### config.mk
export PLATFORM = sky130hd
export DESIGN_NAME = sobel_stream
export DESIGN_NICKNAME = d
export VERILOG_FILES = /design/src/rtl/sobel_pkg.sv /design/src/rtl/sobel_line_buffer.sv /design/src/rtl/sobel_stream.sv
export SDC_FILE = /design/constraint.sdc
export NUM_CORES = 1
export LEC_CHECK = 0
export CAP_MARGIN = 40
export CORE_ASPECT_RATIO = 0.8
export CORE_MARGIN = 5
export CORE_UTILIZATION = 25
export CTS_BUF_LIST = sky130_fd_sc_hd__clkbuf_8
export DETAILED_ROUTE_END_ITERATION = 6
export PLACE_DENSITY = 0.38
export SLEW_MARGIN = 0
export SYNTH_ARGS = -nofsm -noshare
export SYNTH_HDL_FRONTEND = slang
export SYNTH_SLANG_ARGS = --single-unit
export TNS_END_PERCENT = 100
### constraint.sdc
create_clock -name clk_i -period 28.9 [get_ports clk_i]
set_input_delay 2.89 -clock clk_i [delete_from_list [all_inputs] [get_ports clk_i]]
set_output_delay 2.89 -clock clk_i [all_outputs]
set_load 0.01 [all_outputs]
### src/rtl/sobel_pkg.sv
// Shared types, widths and helpers for the streaming 3x3 Sobel block.
package sobel_pkg;

    typedef enum logic [1:0] {
        SOBEL_SUM    = 2'd0,
        SOBEL_GX     = 2'd1,
        SOBEL_GY     = 2'd2,
        SOBEL_THRESH = 2'd3
    } sobel_mode_e;

    // Widths at the default pixel width; modules rebase the growth onto their own PIXEL_WIDTH.
    localparam int PIXEL_WIDTH_DEF = 8;
    localparam int GRAD_WIDTH      = PIXEL_WIDTH_DEF + 3;
    localparam int SUM_WIDTH       = PIXEL_WIDTH_DEF + 4;

    function automatic logic [31:0] saturate(input logic [31:0] val, input int unsigned width);
        logic [31:0] max_val;
        max_val = (32'd1 << width) - 32'd1;
        return (val > max_val) ? max_val : val;
    endfunction

endpackage

### src/rtl/sobel_line_buffer.sv
// One image line of pixel history; tail is the pixel written DEPTH shifts ago.
module sobel_line_buffer #(
    parameter int DEPTH = 64,
    parameter int WIDTH = 8
) (
    input  logic             clk,
    input  logic             shift_en,
    input  logic [WIDTH-1:0] pixel,
    output logic [WIDTH-1:0] tail
);

    logic [DEPTH-1:0][WIDTH-1:0] mem;

    // Pure storage: contents survive reset and frame start, border masking hides stale lines.
    always_ff @(posedge clk) begin
        if (shift_en) mem <= {mem[DEPTH-2:0], pixel};
    end

    assign tail = mem[DEPTH-1];

endmodule

### src/rtl/sobel_stream.sv
// Streaming 3x3 Sobel: line buffers build the window, then gradient and magnitude stages.
module sobel_stream
    import sobel_pkg::*;
#(
    parameter int PIXEL_WIDTH = 8,
    parameter int LINE_WIDTH  = 64,
    parameter int OUT_WIDTH   = 8
) (
    input  logic                   clk_i,
    input  logic                   nreset_i,
    input  logic                   start_i,
    input  logic                   in_valid_i,
    input  logic [PIXEL_WIDTH-1:0] in_pixel_i,
    output logic                   in_ready_o,
    input  logic [1:0]             mode_i,
    input  logic [OUT_WIDTH-1:0]   threshold_i,
    output logic                   out_valid_o,
    output logic [OUT_WIDTH-1:0]   out_pixel_o,
    input  logic                   out_ready_i
);

    localparam int GW = GRAD_WIDTH - PIXEL_WIDTH_DEF + PIXEL_WIDTH;
    localparam int SW = SUM_WIDTH - PIXEL_WIDTH_DEF + PIXEL_WIDTH;
    localparam int CW = $clog2(LINE_WIDTH);

    logic                   advance, accept;
    logic [CW-1:0]          col, eff_col;
    logic [1:0]             row, eff_row;
    logic [PIXEL_WIDTH-1:0] lb1_tail, lb2_tail;
    logic [2:0]             vld_pipe;

    assign advance     = !(out_valid_o && !out_ready_i);
    assign in_ready_o  = advance;
    assign accept      = in_valid_i && advance;
    assign out_valid_o = vld_pipe[2];
    // A beat accepted alongside start_i is pixel (0,0) of the new frame.
    assign eff_col     = start_i ? '0 : col;
    assign eff_row     = start_i ? 2'd0 : row;

    always_ff @(posedge clk_i or negedge nreset_i) begin
        if (!nreset_i) begin
            col <= '0;
            row <= 2'd0;
        end else if (accept) begin
            if (eff_col == CW'(LINE_WIDTH - 1)) begin
                col <= '0;
                row <= (eff_row == 2'd2) ? 2'd2 : eff_row + 2'd1;
            end else begin
                col <= eff_col + 1'b1;
                row <= eff_row;
            end
        end else if (start_i) begin
            col <= '0;
            row <= 2'd0;
        end
    end

    sobel_line_buffer #(.DEPTH(LINE_WIDTH), .WIDTH(PIXEL_WIDTH)) u_lb1 (
        .clk(clk_i), .shift_en(accept), .pixel(in_pixel_i), .tail(lb1_tail)
    );

    sobel_line_buffer #(.DEPTH(LINE_WIDTH), .WIDTH(PIXEL_WIDTH)) u_lb2 (
        .clk(clk_i), .shift_en(accept), .pixel(lb1_tail), .tail(lb2_tail)
    );

    // win[r][c]: r=0 oldest line, c=2 newest column.
    logic [2:0][2:0][PIXEL_WIDTH-1:0] win;
    logic                             s0_border, s1_border;
    sobel_mode_e                      s0_mode, s1_mode;
    logic [OUT_WIDTH-1:0]             s0_thr, s1_thr;
    logic signed [GW-1:0]             px [3][3];
    logic signed [GW-1:0]             gx_c, gy_c, gx, gy;

    always_comb begin
        for (int r = 0; r < 3; r++)
            for (int c = 0; c < 3; c++)
                px[r][c] = $signed({{(GW - PIXEL_WIDTH){1'b0}}, win[r][c]});
        gx_c = (px[0][2] - px[0][0]) + ((px[1][2] - px[1][0]) <<< 1) + (px[2][2] - px[2][0]);
        gy_c = (px[2][0] - px[0][0]) + ((px[2][1] - px[0][1]) <<< 1) + (px[2][2] - px[0][2]);
    end

    logic [GW-1:0]        abs_gx, abs_gy;
    logic [SW-1:0]        mag_sum;
    logic [OUT_WIDTH-1:0] sat_gx, sat_gy, sat_sum, result;

    always_comb begin
        abs_gx  = gx[GW-1] ? $unsigned(-gx) : $unsigned(gx);
        abs_gy  = gy[GW-1] ? $unsigned(-gy) : $unsigned(gy);
        mag_sum = SW'(abs_gx) + SW'(abs_gy);
        sat_gx  = OUT_WIDTH'(saturate(32'(abs_gx), OUT_WIDTH));
        sat_gy  = OUT_WIDTH'(saturate(32'(abs_gy), OUT_WIDTH));
        sat_sum = OUT_WIDTH'(saturate(32'(mag_sum), OUT_WIDTH));
        result  = '0;
        case (s1_mode)
            SOBEL_SUM:    result = sat_sum;
            SOBEL_GX:     result = sat_gx;
            SOBEL_GY:     result = sat_gy;
            SOBEL_THRESH: result = (sat_sum >= s1_thr) ? '1 : '0;
            default:      result = '0;
        endcase
        if (s1_border) result = '0;
    end

    always_ff @(posedge clk_i or negedge nreset_i) begin
        if (!nreset_i) begin
            vld_pipe    <= '0;
            win         <= '0;
            s0_border   <= 1'b0;
            s0_mode     <= SOBEL_SUM;
            s0_thr      <= '0;
            gx          <= '0;
            gy          <= '0;
            s1_border   <= 1'b0;
            s1_mode     <= SOBEL_SUM;
            s1_thr      <= '0;
            out_pixel_o <= '0;
        end else if (advance) begin
            vld_pipe <= {vld_pipe[1:0], accept};
            if (accept) begin
                for (int r = 0; r < 3; r++) begin
                    win[r][0] <= win[r][1];
                    win[r][1] <= win[r][2];
                end
                win[0][2] <= lb2_tail;
                win[1][2] <= lb1_tail;
                win[2][2] <= in_pixel_i;
                s0_border <= (eff_row < 2'd2) || (eff_col < CW'(2));
                s0_mode   <= sobel_mode_e'(mode_i);
                s0_thr    <= threshold_i;
            end
            gx          <= gx_c;
            gy          <= gy_c;
            s1_border   <= s0_border;
            s1_mode     <= s0_mode;
            s1_thr      <= s0_thr;
            out_pixel_o <= result;
        end
    end

endmodule

==> results.ini <==
[yosys]
yosysWarnings = 0
ys_ff_latch = 1159
ys.flop_type = edfxtp_1
syn_inst = 2074
synthTopCellsByArea = edfxtp_1 (77%), dfrtp_1 (8.4%), ha_1 (2.8%)
mappedNetlistArea_um2 = 40000
syn_avg_cell_area_um2 = 19.3
synth_top_area_share = 0.769
ys_types = 62
synth-async-reset-ratio = 0.116
synth_area_leader_cell = edfxtp_1
synthesis.nets = 2214
ys_seq_area_frac = 0.853
synth_edf_count = 1024

[floorplanning]
start_util = 0.251
ios = 33
dieHeight_um = 368
rows = 131
die_w_um = 457
coreArea_um2 = 159000
die_area_um2 = 168000

[cells_and_area]
nNetsFinal = 2419
seq_area_um2 = 34100
syn_to_final_growth_pct = 16.1
drive_gt1_frac = 0.111
final_cell_area_um2 = 46500
multiInputGateArea_um2 = 5360
fill_cells = 15730
final_util = 0.292

[critical_path]
cp_max_fo = 55
cp_num_buf_inv = 4
worstSetupPathDepth = 5
critPathMostFrequentCell = clkdlybuf4s50_1
required_ns = 26.01
slowest_stage = clkdlybuf4s50_1
worstSetupStartpointType = input pin
crit_type = in -> out
worstRegToRegCells = 19
cp-end-kind = output pin
slowest_delay_ns = 0.68
cp_cell_sequence = clkdlybuf4s50_1 > nor2b_2 > buf_4 > inv_2 > clkdlybuf4s50_1
path_delay_family = buffers and inverters
arrival_ns = 5.02

[routing]
via_per_inst = 3.79
num_vias = 17229
first_pass_iters = 4
ant_nets = 0
drt_iter0_drc = 1236
routed_wl_mm = 64.3
routedWlPerCell_um = 14.1
drc = 0

[timing]
worstMarginPinSlew_ns = 1.03
slew_viol_final = 0
relSlewSlack = 0.316
finalHoldViolCount = 0
fmaxAchievable_ghz = 0.126
clock_skew_ns = 0.0685
setup_viol = 0
tns_ns = 0
fin_ws_ns = 20.99
final.min_clock_period_ns = 7.91
fin_crit_sh = 0.274
rsz0062_at_grt = no
worst_hold_slack_ns = 0.399

[clocking]
cts_max_level = 4
cts_resized = 0
cts-hold-fix-buffers = 0
clockBufferDepth = 3
cts.sinks = 1159
clk_latency_ns = 0.85
cts-root-buf = clkbuf_8
path_clk_slew_ns = 0.06
post_cts_buffers = 0
cts_inserted_buffers = 180
cts_tree = yes

[grt]
grt_pass1_vias = 18074
grt_pass1_wl_mm = 102
antenna_found_initial = 3
grt_max_degree = 205
grt_usage = 0.0759
grt_remaining_overflow = 0

[hold_path]
hold_class = reg -> reg
holdPathStages = 0

[place]
io_buffers = 32
dp.final_hpwl_mm = 34.7
postPlaceCellArea_um2 = 43200
gp_congestion = 0.742
dp_slack_ns = 20.44

[pwr]
ir_drop_v = 0.0000859
leakage_nw = 16.5
power.density_nw_per_um2 = 116

[flow_run]
cap_violations = 0

[status]
status = completed

-- metal layers --
metal,global-route usage,share of wire,vias up
met2,0.0985,0.39,257
met5,0,0,-
li1,-,-,8175
met3,0.0233,0.045,160
met4,0.0340,0.030,0
met1,0.114,0.54,8637
-- synthesized netlist by cell type (6+ instances only) --
cell type / instances
ha_1: 90
fa_1: 27
dfrtp_1: 135
nor3_1: 11
nand2_1: 241
clkbuf_1: 27
nor2b_1: 12
nor2_1: 29
o21ai_0: 89
xor2_1: 24
and3_1: 6
xnor2_1: 47
o21bai_1: 12
or3_1: 9
o21a_1: 8
nand2b_1: 11
o31ai_1: 10
edfxtp_1: 1024
inv_1: 106
a21o_1: 30
a21oi_1: 48
-- kinds of logic after synthesis --
group           Yosys count  synth area share
simple gates            348            0.0382
buf+inv                 139            0.0132
flops                  1159             0.853
fa+ha+maj               117            0.0417
mux                       3          0.000813
xor+xnor                 71            0.0155
compound gates          237            0.0376
-- layout by cell type, fill, tap and decap left out, drive strengths merged, types with 6 or more instances in the layout --
cell type,Yosys,routed
and3,6,6
nor2b,12,12
dfrtp,135,135
nor2,29,29
inv,107,173
o21a,8,8
nor3,11,11
buf,4,23
clkbuf,27,190
a21oi,48,48
o21ai,91,91
edfxtp,1024,1024
fa,27,27
xor2,24,24
nand2,241,241
nand2b,11,11
xnor2,47,47
clkinv,1,57
ha,90,90
clkdlybuf4s50,0,31
o31ai,11,11
a21o,30,30
or3,10,10
o21bai,12,12
-- worst register-to-register path, cell delays in order, from the launching register on --
cell      delay [ns]
dfrtp_1         0.43
inv_1           0.12
ha_1            0.17
or3b_2          0.51
o31ai_1         0.27
xnor2_1         0.29
ha_1            0.35
or2_2           0.30
o311a_1         0.15
or4b_1          0.58
a221oi_4        0.74
nor2b_1         0.24
ha_1            0.23
nand2b_1        0.14
a21oi_1         0.13
o21ai_0         0.11
a211oi_1        0.42
o21ai_0         0.31
o221ai_1        0.29
a22oi_1         0.13
-- final timing paths --
| check | start | to | slack [ns] |
|---|---|---|---|
| worst max-delay path | out_ready_i | in_ready_o | 20.99 |
| worst min-delay path | u_lb2.mem[83] | u_lb2.mem[91] | 0.40 |
| worst max register to register | gx[0] | out_pixel_o[0] | 22.85 |
| worst min register to register | u_lb2.mem[83] | u_lb2.mem[91] | 0.40 |
| max in group asynchronous | nreset_i | px[4] | 25.65 |
| min in group asynchronous | nreset_i | px[11] | 2.04 |
-- power by group --
part           switching, mW  internal, mW
sequential             0.125          2.17
combinational           1.08         0.760
clock                  0.625         0.620
total                   1.83          3.55
-- cell type report --
type | instances | area share
antenna | 1 | 0.0000539
clock buffer | 190 | 0.0563
clock inverter | 128 | 0.0137
inverter | 108 | 0.00889
multi-input combinational | 776 | 0.115
sequential | 1159 | 0.735
tap | 2128 | 0.0573
timing repair buffer | 54 | 0.0138
-- through the flow --
stage               power (mW)  std cells
CTS                       5.52       4543
global route              5.84       4544
floorplan                 3.77       2074
global placement          4.19       4218
detailed placement        4.20       4225
finish                    5.38       4544
-- sequential cells by signal, indices dropped and copies added, names as in the netlist --
| signal | cells |
|---|---|
| u_lb2.tail | 8 |
| u_lb1.mem | 504 |
| gx | 11 |
| gy | 11 |
| u_lb1.tail | 8 |
| s1_border | 1 |
| s0_mode | 2 |
| s1_mode | 2 |
| vld_pipe | 3 |
| px | 72 |
| u_lb2.mem | 504 |
| s1_thr | 8 |
| out_pixel_o | 8 |
| row | 2 |
| s0_thr | 8 |
| col | 6 |
| s0_border | 1 |
Power figures use the tool's default switching activity.
